$ cat src/rtl/miriscv_decode_stage_if.sv
// Fetch-to-decode and decode-to-execute handshake bundle for miriscv_decode_stage.
interface miriscv_decode_stage_if #(
   parameter int unsigned ALU_OP_WIDTH = 5
);
   logic [31:0]             instr_i;
   logic [31:0]             pc_i;
   logic                    instr_valid_i;
   logic                    instr_ready_o;
   logic                    dec_valid_o;
   logic                    dec_ready_i;
   logic [31:0]             pc_o;
   logic [1:0]              ex_op_a_sel_o;
   logic [2:0]              ex_op_b_sel_o;
   logic [ALU_OP_WIDTH-1:0] alu_op_o;
   logic                    mdu_req_o;
   logic [2:0]              mdu_op_o;
   logic                    mem_req_o;
   logic                    mem_we_o;
   logic [2:0]              mem_size_o;
   logic                    gpr_we_a_o;
   logic [1:0]              wb_src_sel_o;
   logic [4:0]              rs1_o;
   logic [4:0]              rs2_o;
   logic [4:0]              rd_o;
   logic                    illegal_instr_o;
   logic                    branch_o;
   logic                    jal_o;
   logic                    jalr_o;

   modport master (
      output instr_i, pc_i, instr_valid_i, dec_ready_i,
      input  instr_ready_o, dec_valid_o, pc_o, ex_op_a_sel_o, ex_op_b_sel_o, alu_op_o,
             mdu_req_o, mdu_op_o, mem_req_o, mem_we_o, mem_size_o, gpr_we_a_o, wb_src_sel_o,
             rs1_o, rs2_o, rd_o, illegal_instr_o, branch_o, jal_o, jalr_o
   );

   modport slave (
      input  instr_i, pc_i, instr_valid_i, dec_ready_i,
      output instr_ready_o, dec_valid_o, pc_o, ex_op_a_sel_o, ex_op_b_sel_o, alu_op_o,
             mdu_req_o, mdu_op_o, mem_req_o, mem_we_o, mem_size_o, gpr_we_a_o, wb_src_sel_o,
             rs1_o, rs2_o, rd_o, illegal_instr_o, branch_o, jal_o, jalr_o
   );
endinterface

$ cat src/rtl/miriscv_decode_stage.sv
// Registered RV32I(+M) decode stage with valid/ready handshakes, optional skid entry,
// flush and a saturating illegal-instruction counter.
`ifndef MIRISCV_DECODE_DEFINES
`define MIRISCV_DECODE_DEFINES
`define ALU_OP_WIDTH 5
`define ALU_ADD  5'b00000
`define ALU_SUB  5'b01000
`define ALU_XOR  5'b00100
`define ALU_OR   5'b00110
`define ALU_AND  5'b00111
`define ALU_SRA  5'b01101
`define ALU_SRL  5'b00101
`define ALU_SLL  5'b00001
`define ALU_LTS  5'b11100
`define ALU_LTU  5'b11110
`define ALU_GES  5'b11101
`define ALU_GEU  5'b11111
`define ALU_EQ   5'b11000
`define ALU_NE   5'b11001
`define ALU_SLTS 5'b00010
`define ALU_SLTU 5'b00011
`define LDST_B   3'b000
`define LDST_H   3'b001
`define LDST_W   3'b010
`define LDST_BU  3'b100
`define LDST_HU  3'b101
`endif

module miriscv_decode_stage #(
   parameter int unsigned ALU_OP_WIDTH = `ALU_OP_WIDTH,
   parameter bit          M_EXT        = 1'b0,
   parameter bit          SKID         = 1'b1,
   parameter int unsigned CNT_W        = 16
) (
   input  logic                  clk_i,
   input  logic                  rst_n_i,
   input  logic                  flush_i,
   miriscv_decode_stage_if.slave bus,
   output logic [CNT_W-1:0]      illegal_cnt_o
);

   typedef struct packed {
      logic [31:0]             pc;
      logic [1:0]              a_sel;
      logic [2:0]              b_sel;
      logic [ALU_OP_WIDTH-1:0] alu_op;
      logic                    mdu_req;
      logic [2:0]              mdu_op;
      logic                    mem_req;
      logic                    mem_we;
      logic [2:0]              mem_size;
      logic                    gpr_we;
      logic [1:0]              wb_src;
      logic [4:0]              rs1;
      logic [4:0]              rs2;
      logic [4:0]              rd;
      logic                    illegal;
      logic                    branch;
      logic                    jal;
      logic                    jalr;
   } bundle_t;

   bundle_t          dec, out_d, out_q, skid_d, skid_q;
   logic             out_valid_d, out_valid_q, skid_valid_d, skid_valid_q;
   logic             ready_d, ready_q, in_fire, out_fire;
   logic [CNT_W-1:0] cnt_d, cnt_q;
   logic [31:0]      ins;
   logic [4:0]       opcode;
   logic [2:0]       f3;
   logic [6:0]       f7;

   assign ins    = bus.instr_i;
   assign opcode = ins[6:2];
   assign f3     = ins[14:12];
   assign f7     = ins[31:25];

   always_comb begin
      dec          = '0;
      dec.pc       = bus.pc_i;
      dec.rs1      = ins[19:15];
      dec.rs2      = ins[24:20];
      dec.rd       = ins[11:7];
      dec.alu_op   = `ALU_ADD;
      dec.mem_size = `LDST_W;
      if (ins[1:0] != 2'b11) begin
         dec.illegal = 1'b1;
      end else begin
         case (opcode)
            5'b00000: begin // LOAD
               dec.b_sel = 3'd1; dec.mem_req = 1'b1; dec.gpr_we = 1'b1; dec.wb_src = 2'd1;
               dec.mem_size = f3;
               dec.illegal  = (f3 == 3'b011) || (f3 == 3'b110) || (f3 == 3'b111);
            end
            5'b00011: ; // MISC_MEM: NOP
            5'b00100: begin // OP_IMM
               dec.b_sel = 3'd1; dec.gpr_we = 1'b1;
               case (f3)
                  3'b000: dec.alu_op = `ALU_ADD;
                  3'b010: dec.alu_op = `ALU_SLTS;
                  3'b011: dec.alu_op = `ALU_SLTU;
                  3'b100: dec.alu_op = `ALU_XOR;
                  3'b110: dec.alu_op = `ALU_OR;
                  3'b111: dec.alu_op = `ALU_AND;
                  3'b001: begin dec.alu_op = `ALU_SLL; dec.illegal = (f7 != 7'h00); end
                  default: begin
                     dec.alu_op  = (f7 == 7'h20) ? `ALU_SRA : `ALU_SRL;
                     dec.illegal = (f7 != 7'h00) && (f7 != 7'h20);
                  end
               endcase
            end
            5'b00101: begin dec.a_sel = 2'd1; dec.b_sel = 3'd2; dec.gpr_we = 1'b1; end
            5'b01000: begin // STORE
               dec.b_sel = 3'd3; dec.mem_req = 1'b1; dec.mem_we = 1'b1; dec.mem_size = f3;
               dec.illegal = (f3 > 3'b010);
            end
            5'b01100: begin // OP
               dec.gpr_we = 1'b1;
               if (f7 == 7'h00) begin
                  case (f3)
                     3'b000:  dec.alu_op = `ALU_ADD;
                     3'b001:  dec.alu_op = `ALU_SLL;
                     3'b010:  dec.alu_op = `ALU_SLTS;
                     3'b011:  dec.alu_op = `ALU_SLTU;
                     3'b100:  dec.alu_op = `ALU_XOR;
                     3'b101:  dec.alu_op = `ALU_SRL;
                     3'b110:  dec.alu_op = `ALU_OR;
                     default: dec.alu_op = `ALU_AND;
                  endcase
               end else if (f7 == 7'h20 && f3 == 3'b000) begin
                  dec.alu_op = `ALU_SUB;
               end else if (f7 == 7'h20 && f3 == 3'b101) begin
                  dec.alu_op = `ALU_SRA;
               end else if (f7 == 7'h01 && M_EXT) begin
                  dec.mdu_req = 1'b1; dec.mdu_op = f3; dec.wb_src = 2'd2;
               end else begin
                  dec.illegal = 1'b1;
               end
            end
            5'b01101: begin dec.a_sel = 2'd2; dec.b_sel = 3'd2; dec.gpr_we = 1'b1; end
            5'b11000: begin // BRANCH
               dec.branch = 1'b1;
               case (f3)
                  3'b000:  dec.alu_op = `ALU_EQ;
                  3'b001:  dec.alu_op = `ALU_NE;
                  3'b100:  dec.alu_op = `ALU_LTS;
                  3'b101:  dec.alu_op = `ALU_GES;
                  3'b110:  dec.alu_op = `ALU_LTU;
                  3'b111:  dec.alu_op = `ALU_GEU;
                  default: dec.illegal = 1'b1;
               endcase
            end
            5'b11001: begin
               dec.a_sel = 2'd1; dec.b_sel = 3'd4; dec.jalr = 1'b1; dec.gpr_we = 1'b1;
               dec.illegal = (f3 != 3'b000);
            end
            5'b11011: begin dec.a_sel = 2'd1; dec.b_sel = 3'd4; dec.jal = 1'b1; dec.gpr_we = 1'b1; end
            5'b11100: dec.illegal = (ins != 32'h0000_0073) && (ins != 32'h0010_0073);
            default:  dec.illegal = 1'b1;
         endcase
      end
      if (dec.illegal) begin
         dec.mem_req = 1'b0; dec.mem_we = 1'b0; dec.gpr_we = 1'b0; dec.mdu_req = 1'b0;
         dec.branch  = 1'b0; dec.jal    = 1'b0; dec.jalr   = 1'b0;
      end
      if (dec.rd == 5'd0) dec.gpr_we = 1'b0;
   end

   assign in_fire  = bus.instr_valid_i & bus.instr_ready_o & ~flush_i;
   assign out_fire = out_valid_q & bus.dec_ready_i;

   always_comb begin
      out_d        = out_q;
      out_valid_d  = out_valid_q;
      skid_d       = skid_q;
      skid_valid_d = skid_valid_q;
      cnt_d        = cnt_q;
      if (flush_i) begin
         out_valid_d  = 1'b0;
         skid_valid_d = 1'b0;
      end else if (!out_valid_q || bus.dec_ready_i) begin
         if (skid_valid_q) begin
            out_d        = skid_q;
            out_valid_d  = 1'b1;
            skid_valid_d = in_fire;
            if (in_fire) skid_d = dec;
         end else begin
            out_valid_d = in_fire;
            if (in_fire) out_d = dec;
         end
      end else if (in_fire) begin
         skid_valid_d = 1'b1;
         skid_d       = dec;
      end
      if (!SKID) skid_valid_d = 1'b0;
      ready_d = ~skid_valid_d;
      if (out_fire && !flush_i && out_q.illegal && (cnt_q != {CNT_W{1'b1}})) begin
         cnt_d = cnt_q + 1'b1;
      end
   end

   always_ff @(posedge clk_i) begin
      if (!rst_n_i) begin
         out_q        <= '0;
         out_valid_q  <= 1'b0;
         skid_q       <= '0;
         skid_valid_q <= 1'b0;
         ready_q      <= 1'b1; // masked by rst_n_i so ready rises right at release
         cnt_q        <= '0;
      end else begin
         out_q        <= out_d;
         out_valid_q  <= out_valid_d;
         skid_q       <= skid_d;
         skid_valid_q <= skid_valid_d;
         ready_q      <= ready_d;
         cnt_q        <= cnt_d;
      end
   end

   assign bus.instr_ready_o   = rst_n_i & (SKID ? ready_q : (~out_valid_q | bus.dec_ready_i));
   assign bus.dec_valid_o     = out_valid_q;
   assign bus.pc_o            = out_q.pc;
   assign bus.ex_op_a_sel_o   = out_q.a_sel;
   assign bus.ex_op_b_sel_o   = out_q.b_sel;
   assign bus.alu_op_o        = out_q.alu_op;
   assign bus.mdu_req_o       = out_q.mdu_req;
   assign bus.mdu_op_o        = out_q.mdu_op;
   assign bus.mem_req_o       = out_q.mem_req;
   assign bus.mem_we_o        = out_q.mem_we;
   assign bus.mem_size_o      = out_q.mem_size;
   assign bus.gpr_we_a_o      = out_q.gpr_we;
   assign bus.wb_src_sel_o    = out_q.wb_src;
   assign bus.rs1_o           = out_q.rs1;
   assign bus.rs2_o           = out_q.rs2;
   assign bus.rd_o            = out_q.rd;
   assign bus.illegal_instr_o = out_q.illegal;
   assign bus.branch_o        = out_q.branch;
   assign bus.jal_o           = out_q.jal;
   assign bus.jalr_o          = out_q.jalr;
   assign illegal_cnt_o       = cnt_q;

endmodule

$ cat src/flat_wrapper.sv
// flat-port wrapper written by rule: the top's interface ports become plain ports
module miriscv_decode_stage_flat 
#(
   parameter int unsigned ALU_OP_WIDTH = `ALU_OP_WIDTH,
   parameter bit          M_EXT        = 1'b0,
   parameter bit          SKID         = 1'b1,
   parameter int unsigned CNT_W        = 16
)
  (clk_i, rst_n_i, flush_i, illegal_cnt_o, bus_instr_i, bus_pc_i, bus_instr_valid_i, bus_dec_ready_i, bus_instr_ready_o, bus_dec_valid_o, bus_pc_o, bus_ex_op_a_sel_o, bus_ex_op_b_sel_o, bus_alu_op_o, bus_mdu_req_o, bus_mdu_op_o, bus_mem_req_o, bus_mem_we_o, bus_mem_size_o, bus_gpr_we_a_o, bus_wb_src_sel_o, bus_rs1_o, bus_rs2_o, bus_rd_o, bus_illegal_instr_o, bus_branch_o, bus_jal_o, bus_jalr_o);
  miriscv_decode_stage_if #(.ALU_OP_WIDTH(ALU_OP_WIDTH)) bus_i ();
  input  logic clk_i;
  input  logic rst_n_i;
  input  logic flush_i;
  output logic [CNT_W-1:0] illegal_cnt_o;
  input wire logic [$bits(bus_i.instr_i)-1:0] bus_instr_i;
  input wire logic [$bits(bus_i.pc_i)-1:0] bus_pc_i;
  input wire logic [$bits(bus_i.instr_valid_i)-1:0] bus_instr_valid_i;
  input wire logic [$bits(bus_i.dec_ready_i)-1:0] bus_dec_ready_i;
  output wire logic [$bits(bus_i.instr_ready_o)-1:0] bus_instr_ready_o;
  output wire logic [$bits(bus_i.dec_valid_o)-1:0] bus_dec_valid_o;
  output wire logic [$bits(bus_i.pc_o)-1:0] bus_pc_o;
  output wire logic [$bits(bus_i.ex_op_a_sel_o)-1:0] bus_ex_op_a_sel_o;
  output wire logic [$bits(bus_i.ex_op_b_sel_o)-1:0] bus_ex_op_b_sel_o;
  output wire logic [$bits(bus_i.alu_op_o)-1:0] bus_alu_op_o;
  output wire logic [$bits(bus_i.mdu_req_o)-1:0] bus_mdu_req_o;
  output wire logic [$bits(bus_i.mdu_op_o)-1:0] bus_mdu_op_o;
  output wire logic [$bits(bus_i.mem_req_o)-1:0] bus_mem_req_o;
  output wire logic [$bits(bus_i.mem_we_o)-1:0] bus_mem_we_o;
  output wire logic [$bits(bus_i.mem_size_o)-1:0] bus_mem_size_o;
  output wire logic [$bits(bus_i.gpr_we_a_o)-1:0] bus_gpr_we_a_o;
  output wire logic [$bits(bus_i.wb_src_sel_o)-1:0] bus_wb_src_sel_o;
  output wire logic [$bits(bus_i.rs1_o)-1:0] bus_rs1_o;
  output wire logic [$bits(bus_i.rs2_o)-1:0] bus_rs2_o;
  output wire logic [$bits(bus_i.rd_o)-1:0] bus_rd_o;
  output wire logic [$bits(bus_i.illegal_instr_o)-1:0] bus_illegal_instr_o;
  output wire logic [$bits(bus_i.branch_o)-1:0] bus_branch_o;
  output wire logic [$bits(bus_i.jal_o)-1:0] bus_jal_o;
  output wire logic [$bits(bus_i.jalr_o)-1:0] bus_jalr_o;
  assign bus_i.instr_i = bus_instr_i;
  assign bus_i.pc_i = bus_pc_i;
  assign bus_i.instr_valid_i = bus_instr_valid_i;
  assign bus_i.dec_ready_i = bus_dec_ready_i;
  assign bus_instr_ready_o = bus_i.instr_ready_o;
  assign bus_dec_valid_o = bus_i.dec_valid_o;
  assign bus_pc_o = bus_i.pc_o;
  assign bus_ex_op_a_sel_o = bus_i.ex_op_a_sel_o;
  assign bus_ex_op_b_sel_o = bus_i.ex_op_b_sel_o;
  assign bus_alu_op_o = bus_i.alu_op_o;
  assign bus_mdu_req_o = bus_i.mdu_req_o;
  assign bus_mdu_op_o = bus_i.mdu_op_o;
  assign bus_mem_req_o = bus_i.mem_req_o;
  assign bus_mem_we_o = bus_i.mem_we_o;
  assign bus_mem_size_o = bus_i.mem_size_o;
  assign bus_gpr_we_a_o = bus_i.gpr_we_a_o;
  assign bus_wb_src_sel_o = bus_i.wb_src_sel_o;
  assign bus_rs1_o = bus_i.rs1_o;
  assign bus_rs2_o = bus_i.rs2_o;
  assign bus_rd_o = bus_i.rd_o;
  assign bus_illegal_instr_o = bus_i.illegal_instr_o;
  assign bus_branch_o = bus_i.branch_o;
  assign bus_jal_o = bus_i.jal_o;
  assign bus_jalr_o = bus_i.jalr_o;
  miriscv_decode_stage #(.ALU_OP_WIDTH(ALU_OP_WIDTH), .M_EXT(M_EXT), .SKID(SKID), .CNT_W(CNT_W)) u_core (.clk_i(clk_i), .rst_n_i(rst_n_i), .flush_i(flush_i), .bus(bus_i), .illegal_cnt_o(illegal_cnt_o));
endmodule
$ cat config.mk
export PLATFORM = sky130hd
export DESIGN_NAME = miriscv_decode_stage_flat
export DESIGN_NICKNAME = d
export VERILOG_FILES = /design/src/rtl/miriscv_decode_stage_if.sv /design/src/rtl/miriscv_decode_stage.sv /design/src/flat_wrapper.sv
export SDC_FILE = /design/constraint.sdc
export NUM_CORES = 1
export LEC_CHECK = 0
export CAP_MARGIN = 20
export CORE_ASPECT_RATIO = 1.75
export CORE_MARGIN = 3
export CORE_UTILIZATION = 54
export CTS_CLUSTER_DIAMETER = 40
export DETAILED_ROUTE_END_ITERATION = 10
export PLACE_DENSITY_LB_ADDON = 0.1
export SKIP_CTS_REPAIR_TIMING = 1
export SYNTH_ARGS = -nofsm -noshare
export SYNTH_HDL_FRONTEND = slang
export SYNTH_SLANG_ARGS = --single-unit
$ cat constraint.sdc
create_clock -name clk_i -period 2.88 [get_ports clk_i]
set_input_delay 0.432 -clock clk_i [delete_from_list [all_inputs] [get_ports clk_i]]
set_output_delay 0.432 -clock clk_i [all_outputs]
set_load 0.005 [all_outputs]
==> results of run 1 <==
[worst paths after layout]
kind	start	to	slack, ns	cells after the start
hold / removal	u_core.skid_q[32]	u_core.skid_q[32]	0.46	2
hold reg to reg	u_core.skid_q[32]	u_core.skid_q[32]	0.46	2
setup / recovery	rst_n_i	bus_instr_ready_o	0.43	4
setup reg to reg	u_core.illegal_cnt_o[8]	u_core.illegal_cnt_o[5]	0.85	6
[cell usage after synthesis (2+ instances only)]
cell type  instances
a2111oi_0          3
a211oi_1          53
a21boi_0           3
a21oi_1           82
a22o_1             2
a2bb2oi_1          2
a31oi_1            4
and2_1             7
buf_1             14
buf_2              6
buf_4              5
clkbuf_1          48
dfxtp_1          155
inv_1              7
mux2i_1           50
nand2_1          150
nand2b_1           6
nand3_1           15
nand3b_1           2
nand4_1            9
nand4b_1           3
nor2_1            90
nor2b_1            4
nor3_1             9
nor3b_1            3
nor4_1             5
o2111ai_1          2
o211a_1            4
o211ai_1           5
o21a_1             2
o21ai_0           22
o22ai_1            4
o311ai_1           3
o31ai_1            3
or3_1              8
or4_1              4
or4_4              2
xnor2_1            3
xor2_1             9
[cell type report]
class / count / area share [%]
repair buffers: 179 / 19.8
clock buffers: 18 / 4.73
multi-input cells: 596 / 37.5
inverters: 7 / 0.317
flip-flops and latches: 155 / 34.3
clock inverters: 13 / 1.19
well taps: 165 / 2.28
[sequential cells by signal, indices dropped and copies added, names as in the netlist, 5 cells and up]
register and flops:
u_core.skid_q 68, u_core.bus.pc_o 32, u_core.illegal_cnt_o 16, u_core.bus.alu_op_o 5, u_core.bus.rd_o 5, u_core.bus.rs1_o 5
u_core.bus.rs2_o 5
[metal layers]
metal / vias up / GRT usage [%]
li1: 3160 / -
met1: 3035 / 29.5
met2: 166 / 47.8
met3: 31 / 4.91
met4: 0 / 10.1
met5: - / 0
[critical path: stages]
cell and delay (ns):
clkdlybuf4s50_1 0.63, buf_4 0.30, and2_1 0.16, clkdlybuf4s50_1 0.49
[power by group through the flow]
stage	logic, W	registers [W]	clock network (W)
after global placement	0.000471	0.00227	0
after CTS	0.000486	0.00223	0.00207
final	0.000484	0.00223	0.00203
after global routing	0.000524	0.00223	0.00217
after detailed placement	0.000482	0.00227	0
after floorplan	0.000207	0.00227	0
[per-stage QoR]
stage               hold WS (ns)  worst slack, ns  util (%)
global placement           0.441            0.130      69.9
detailed placement         0.447           0.0856      69.9
finish                     0.456            0.433      74.3
global route               0.478            0.380      74.3
CTS                        0.456            0.436      74.3
floorplan                  0.432            0.795         -
[cells by family after synthesis]
logic type               synth area share [%]
XOR/XNOR                                 1.54
multiplexers                             7.35
other                                  0.0551
adder cells (fa/ha/maj)                 0.331
AO/OA/AOI/OAI                            19.2
buffers and inverters                    4.80
AND/OR/NAND/NOR                          21.1
flip-flops                               45.6
==> flow_metrics.env, run 1 <==
export IMPL_grt_usage_pct=26.0
export IMPL_seq_area_um2=3110
export IMPL_drcViolationCount=0
export IMPL_seqPwrFrac_pct=47.0
export IMPL_cp_start_kind="input port"
export IMPL_clockBufferDepth=2
export IMPL_place_inst=1102
export IMPL_max_cap_violations=0
export IMPL_layout_cells_non_filler=1133
export IMPL_yosysTopAreaCell="dfxtp_1"
export IMPL_maxSlewViolCount=0
export IMPL_h_tree_depth=4
export IMPL_netlist_cell_type_count=58
export IMPL_top_layer="met4"
export IMPL_synth_ff_type="dfxtp_1"
export IMPL_cts_root_buf="clkbuf_16"
export IMPL_p_leak_nw=2.95
export IMPL_netlist_top_cells_area="dfxtp_1, nand2_1, mux2i_1"
export IMPL_synth_area_per_cell_um2=8.23
export IMPL_synth_cells=827
export IMPL_met3_wirelength_um=737
export IMPL_numClockSinks=155
export IMPL_antenna_found_initial=0
export IMPL_total_power_w=0.00474
export IMPL_die_area_um2=14000
export IMPL_tightestPinTransition_ns=0.589
export IMPL_hold_path_class="reg2reg"
export IMPL_worstSkewPairLatency_ns=0.41
export IMPL_synthesis_area_um2=6810
export IMPL_arrival_ns=2.01
export IMPL_cts_inserted_buffers=17
export IMPL_nFillCells=983
export IMPL_rows=53
export IMPL_slew_headroom_pct=60.6
export IMPL_drive_gt1_share_pct=6.92
export IMPL_chipHeight_um=155
export IMPL_routed_wl_met2_um=9920
export IMPL_endpoint_kind="output pin"
export IMPL_tritoncts="yes"
export IMPL_cp_data_required_time_ns=2.45
export IMPL_ys_warnings_count=0
export IMPL_drtIter0Drc=304
export IMPL_clk_pin_slew_worst_paths_ns=0.06
export IMPL_grt_start_max_net_pins=140
export IMPL_synth_ff_latch_count=155
export IMPL_drtPass1Iterations=5
export IMPL_overflow=0
export IMPL_routedLengthMet1_um=7280
export IMPL_diodes=0
export IMPL_ios=160
export IMPL_rsz0062_at_grt="no"
export IMPL_final_min_clock_period_ns=2.45
export IMPL_multi_input_area_um2=3400
export IMPL_finalSetupTns_ns=0
export IMPL_syn2layout_area_growth_pct=33.2
export IMPL_p_comb_share_pct=10.2
export IMPL_synth_edf_count=0
export IMPL_seq_area_frac_synth_pct=45.6
export IMPL_p_per_area_nw_per_um2=523
export IMPL_antenna_left=0
export IMPL_setup_worst_path_class="in2out"
export IMPL_p_sw_share_pct=24.8
export IMPL_clock_skew_ns=0.00929
export IMPL_status="complete, no violations"
export IMPL_layout_common_cells="clkdlybuf4s50_1, dfxtp_1, nand2_1"
export IMPL_ir_drop_uv=450
export IMPL_max_clock_freq_ghz=0.409
export IMPL_vias_per_cell=5.64
export IMPL_setup_viol=0
export IMPL_grt_pass1_wl_um=30200
export IMPL_drt_wl_total_um=18400
export IMPL_fp_dieW_um=90.9
export IMPL_io_buffers=154
export IMPL_vias=6392
export IMPL_cp_max_fo=20
export IMPL_fin_area_um2=9070
export IMPL_finalHoldViolations=0
export IMPL_ys_async_sr_fraction_pct=0
export IMPL_placed_cell_area_um2=8530
export IMPL_gp_congestion=0.870
export IMPL_clock_power_share_pct=42.8
export IMPL_period_share_pct=85.0
export IMPL_synth_top_area_share_pct=45.6
export IMPL_grt_pass1_vias=6227
export IMPL_p_int_w=0.00357
export IMPL_hpwlAfterDp_um=12700
export IMPL_wire_per_inst_um=16.2
export IMPL_start_util_pct=55.8
export IMPL_core_area_um2=12200
export IMPL_final_nets=1026
export IMPL_p_sw_w=0.00117
Power figures use the tool's default switching activity.
==> inputs of run 2 (changes only) <==
--- a/config.mk
+++ b/config.mk
@@ -8,7 +8,7 @@
 export CAP_MARGIN = 20
 export CORE_ASPECT_RATIO = 1.75
 export CORE_MARGIN = 3
-export CORE_UTILIZATION = 54
+export CORE_UTILIZATION = 50
 export CTS_CLUSTER_DIAMETER = 40
 export DETAILED_ROUTE_END_ITERATION = 10
 export PLACE_DENSITY_LB_ADDON = 0.1
==> constraint.sdc (replaced) <==
create_clock -name clk_i -period 2.5 [get_ports clk_i]
set_input_delay 0.375 -clock clk_i [delete_from_list [all_inputs] [get_ports clk_i]]
set_output_delay 0.375 -clock clk_i [all_outputs]
set_load 0.005 [all_outputs]
==> flow_metrics.env, run 2 (synthesis results as in run 1) <==
export IMPL_worst_path_max_delay_cell="or4_1"
export IMPL_worstSkewPairLatency_ns=0.41
export IMPL_top_layer="met4"
export IMPL_r2r_slack_ns=0.57
export IMPL_finalSetupTns_ns=0
export IMPL_grt_start_max_net_pins=140
export IMPL_layout_common_cells="clkdlybuf4s50_1, dfxtp_1, nand2_1"
export IMPL_die_area_um2=15100
export IMPL_tritoncts="yes"
export IMPL_routed_wl_met2_um=10300
export IMPL_critical_path_cell_chain="clkdlybuf4s50_1 -> or4_1 -> or4_1 -> nor4_1 -> buf_4 -> o31ai_1 -> nor2_2 -> o221ai_1"
export IMPL_routedLengthMet1_um=7320
export IMPL_setup_viol=0
export IMPL_drt_wl_total_um=19000
export IMPL_vias=6486
export IMPL_crit_path_frequent_cell="or4_1"
export IMPL_clk_pin_slew_worst_paths_ns=0.07
export IMPL_max_cap_violations=0
export IMPL_vias_per_cell=5.58
export IMPL_hold_end="u_core.skid_q[5]"
export IMPL_ios=160
export IMPL_arrival_ns=2.60
export IMPL_cp_start_kind="input port"
export IMPL_clock_skew_ns=0.00710
export IMPL_final_core_util_pct=71.1
export IMPL_seq_area_um2=3110
export IMPL_h_tree_depth=4
export IMPL_maxSlewViolCount=0
export IMPL_hpwlAfterDp_um=13200
export IMPL_cts_inserted_buffers=17
export IMPL_core_area_um2=13100
export IMPL_cp_data_required_time_ns=2.79
export IMPL_start_util_pct=51.8
export IMPL_slew_headroom_pct=57.8
export IMPL_rsz0062_at_grt="no"
export IMPL_setup_worst_path_class="in2reg"
export IMPL_drive_gt1_share_pct=9.17
export IMPL_drtPass1Iterations=4
export IMPL_rr_startpoint="u_core.illegal_cnt_o[8]"
export IMPL_grt_pass1_vias=6372
export IMPL_numClockSinks=155
export IMPL_fin_area_um2=9340
export IMPL_finalHoldViolations=0
export IMPL_diodes=0
export IMPL_final_min_clock_period_ns=2.31
export IMPL_cts_root_buf="clkbuf_16"
export IMPL_wire_per_inst_um=16.3
export IMPL_final_nets=1049
export IMPL_ir_drop_uv=608
export IMPL_antenna_found_initial=0
export IMPL_tightestPinTransition_ns=0.633
export IMPL_clockBufferDepth=2
export IMPL_status="complete, no violations"
export IMPL_max_clock_freq_ghz=0.433
export IMPL_placed_cell_area_um2=8730
export IMPL_largest_reg_flops=68
export IMPL_period_share_pct=92.5
export IMPL_hold_path_class="reg2reg"
export IMPL_met3_wirelength_um=835
export IMPL_drtIter0Drc=250
export IMPL_dp_slack_ns=-0.261
export IMPL_regMostFlops="u_core.skid_q"
export IMPL_hold_depth=2
export IMPL_antenna_left=0
export IMPL_drcViolationCount=0
export IMPL_fin_ws_ns=0.189
export IMPL_nFillCells=1078
export IMPL_p_leak_nw=3.10
export IMPL_p_per_area_nw_per_um2=618
export IMPL_grt_usage_pct=25.3
export IMPL_syn2layout_area_growth_pct=37.3
export IMPL_hold_start="u_core.skid_q[5]"
export IMPL_grt_pass1_wl_um=30700
export IMPL_io_buffers=154
export IMPL_gp_congestion=0.921
export IMPL_rr_worst_depth=6
export IMPL_rows=55
export IMPL_cp_max_fo=3
export IMPL_fp_dieW_um=94.2
export IMPL_endpoint_kind="flop"
export IMPL_chipHeight_um=160
export IMPL_timing_rr_end="u_core.illegal_cnt_o[5]"
export IMPL_multi_input_area_um2=3400
export IMPL_overflow=0
export IMPL_critPathMaxStageDelay_ns=0.54
export IMPL_total_power_w=0.00578
==> run 2: cell types whose count changed in the layout (fill, tap and decap cells not counted) <==
cell and change:
buf_4 +21, buf_12 +2, bufinv_16 +2, clkbuf_16 +1, clkinv_4 -1, clkinvlp_4 -1
inv_6 -1, inv_8 +1
==> run 2: stage by stage <==
step,hold WS (ns),std cells
global route,0.470,1163
finish,0.453,1163
global placement,0.440,1131
CTS,0.457,1163
floorplan,0.432,831
detailed placement,0.448,1131
==> run 2: final cells by class <==
class	instances	share of cell area [%]
timing repair buffer	202	21.3
multi-input combinational	596	36.3
clock buffer	19	4.86
tap	171	2.29
inverter	7	0.308
sequential	155	33.3
clock inverter	13	1.65
==> run 2: power breakdown <==
part	switching [W]	leakage, nW	total (W)	internal [W]
Sequential	0.0000356	1.26	0.00256	0.00253
Clock	0.00107	0.290	0.00263	0.00156
Combinational	0.000270	1.56	0.000585	0.000315
Total	0.00138	3.10	0.00578	0.00440
==> run 2: critical path, delay by kind of cell <==
family          cells  cell delay, ns
buf+inv             2            0.60
compound gates      2            0.21
simple gates        4            1.42
==> run 2: metal layers <==
layer	up-vias	global-route usage (%)
met1	3086	27.8
met2	172	46.3
met4	0	10.5
met3	29	4.69
met5	-	0
li1	3199	-
==> run 2: how the worst max path moves through the flow <==
stage	slack [ns]	cells after the start	from	end
after detailed placement	-0.26	8	bus_instr_i[19]	u_core.bus.illegal_instr_o
after global placement	-0.26	8	bus_instr_i[23]	u_core.bus.illegal_instr_o
after CTS	0.17	8	bus_instr_i[19]	u_core.bus.illegal_instr_o
final	0.19	8	bus_instr_i[19]	u_core.bus.illegal_instr_o
after floorplan	0.47	6	bus_instr_i[26]	u_core.bus.illegal_instr_o
after global routing	0.1	8	bus_instr_i[19]	u_core.bus.illegal_instr_o
==> inputs of run 3 (changes only) <==
--- a/config.mk
+++ b/config.mk
@@ -12,6 +12,7 @@
 export CTS_CLUSTER_DIAMETER = 40
 export DETAILED_ROUTE_END_ITERATION = 10
 export PLACE_DENSITY_LB_ADDON = 0.1
+export RECOVER_POWER = 50
 export SKIP_CTS_REPAIR_TIMING = 1
 export SYNTH_ARGS = -nofsm -noshare
 export SYNTH_HDL_FRONTEND = slang
==> flow_metrics.env, run 3 (synthesis results as in run 1) <==
export IMPL_fp_dieW_um=94.2
export IMPL_clock_skew_ns=0.00749
export IMPL_gp_congestion=0.921
export IMPL_grt_start_max_net_pins=140
export IMPL_nFillCells=1081
export IMPL_p_sw_share_pct=23.8
export IMPL_drtPass1Iterations=4
export IMPL_wire_per_inst_um=16.3
export IMPL_cp_start_kind="input port"
export IMPL_grt_usage_pct=25.3
export IMPL_status="complete, no violations"
export IMPL_top_layer="met4"
export IMPL_seqPwrFrac_pct=44.6
export IMPL_chipHeight_um=160
export IMPL_rsz0062_at_grt="no"
export IMPL_worstSkewPairLatency_ns=0.41
export IMPL_vias_per_cell=5.57
export IMPL_cts_root_buf="clkbuf_16"
export IMPL_io_buffers=154
export IMPL_tritoncts="yes"
export IMPL_cp_data_required_time_ns=2.79
export IMPL_h_tree_depth=4
export IMPL_p_int_w=0.00438
export IMPL_p_sw_w=0.00137
export IMPL_p_leak_nw=3.36
export IMPL_grt_pass1_vias=6372
export IMPL_rows=55
export IMPL_max_cap_violations=0
export IMPL_numClockSinks=155
export IMPL_drt_wl_total_um=19000
export IMPL_diodes=0
export IMPL_hpwlAfterDp_um=13200
export IMPL_regMostFlops="u_core.skid_q"
export IMPL_ios=160
export IMPL_clock_power_share_pct=45.6
export IMPL_cp_max_fo=3
export IMPL_fin_area_um2=9320
export IMPL_finalHoldViolations=0
export IMPL_setup_viol=0
export IMPL_drive_gt1_share_pct=9.07
export IMPL_endpoint_kind="flop"
export IMPL_arrival_ns=2.60
export IMPL_final_nets=1049
export IMPL_antenna_found_initial=0
export IMPL_ir_drop_uv=611
export IMPL_max_clock_freq_ghz=0.432
export IMPL_drcViolationCount=0
export IMPL_met3_wirelength_um=855
export IMPL_whs_ns=0.453
export IMPL_p_per_area_nw_per_um2=617
export IMPL_placed_cell_area_um2=8730
export IMPL_total_power_w=0.00575
export IMPL_largest_reg_flops=68
export IMPL_period_share_pct=92.5
export IMPL_syn2layout_area_growth_pct=37.0
export IMPL_routedLengthMet1_um=7300
export IMPL_clockBufferDepth=2
export IMPL_die_area_um2=15100
export IMPL_tightestPinTransition_ns=0.619
export IMPL_maxSlewViolCount=0
export IMPL_setup_worst_path_class="in2reg"
export IMPL_slew_headroom_pct=58.7
export IMPL_cts_inserted_buffers=17
export IMPL_antenna_left=0
export IMPL_clk_pin_slew_worst_paths_ns=0.07
export IMPL_grt_pass1_wl_um=30700
export IMPL_overflow=0
export IMPL_final_common_cell="dfxtp_1"
export IMPL_start_util_pct=51.8
export IMPL_final_min_clock_period_ns=2.31
export IMPL_core_area_um2=13100
export IMPL_vias=6480
export IMPL_layout_common_cells="dfxtp_1, nand2_1, nor2_1"
export IMPL_p_comb_share_pct=9.8
export IMPL_routed_wl_met2_um=10300
export IMPL_hold_path_class="reg2reg"
export IMPL_drtIter0Drc=240
==> run 3: changes by cell type in the layout (fill, tap and decap cells not counted), sizes merged <==
cell	delta
inv	-1
clkdlybuf4s50	-86
dlygate4sd3	+86
buf	-2
clkinvlp	+1
clkbuf	+2
==> run 3: power by group through the flow <==
stage	registers (W)	logic, W	clock network [W]
2_1_floorplan	0.00262	0.000239	0
3_3_place_gp	0.00262	0.000570	0
3_5_place_dp	0.00262	0.000582	0
4_1_cts	0.00256	0.000587	0.00268
5_1_grt	0.00257	0.000613	0.00277
6_report	0.00256	0.000561	0.00262
==> run 3: layout make-up <==
class	instances	area [um2]	area share, %
Multi-Input combinational cell	596	3390	36.4
Sequential cell	155	3110	33.3
Timing Repair Buffer	202	1970	21.2
Clock buffer	19	454	4.87
Tap cell	171	214	2.30
Clock inverter	13	154	1.65
Inverter	7	27.5	0.295
==> run 3: path summary, 6_finish.rpt <==
path                                                    to                 from  cells past startpoint  slack (ns)
worst min register to register            u_core.skid_q[5]     u_core.skid_q[5]                      2        0.45
worst max-delay path            u_core.bus.illegal_instr_o      bus_instr_i[19]                      8        0.19
worst max register to register         u_core.bus.rs2_o[0]  u_core.skid_valid_q                      6        0.34
worst min-delay path                      u_core.skid_q[5]     u_core.skid_q[5]                      2        0.45
==> run 3: metrics by stage <==
step           instances  utilization [%]  setup TNS [ns]  worst slack [ns]
2_1_floorplan        831                -               0             0.472
3_5_place_dp        1131             66.5          -0.630            -0.261
3_3_place_gp        1131             66.5          -0.648            -0.261
5_1_grt             1163             70.9               0            0.0537
6_report            1163             70.9               0             0.187
4_1_cts             1163             71.1               0             0.175
==> run 3: routing by layer <==
metal	up-vias	track usage, %
met3	32	4.69
met5	-	0
met2	171	46.3
li1	3204	-
met4	0	10.5
met1	3073	27.8
==> run 3: critical path, cell delays in order <==
cell	delay (ns)
clkdlybuf4s50_1	0.43
or4_1	0.54
or4_1	0.42
nor4_1	0.32
buf_4	0.17
o31ai_1	0.07
nor2_2	0.14
o221ai_1	0.14
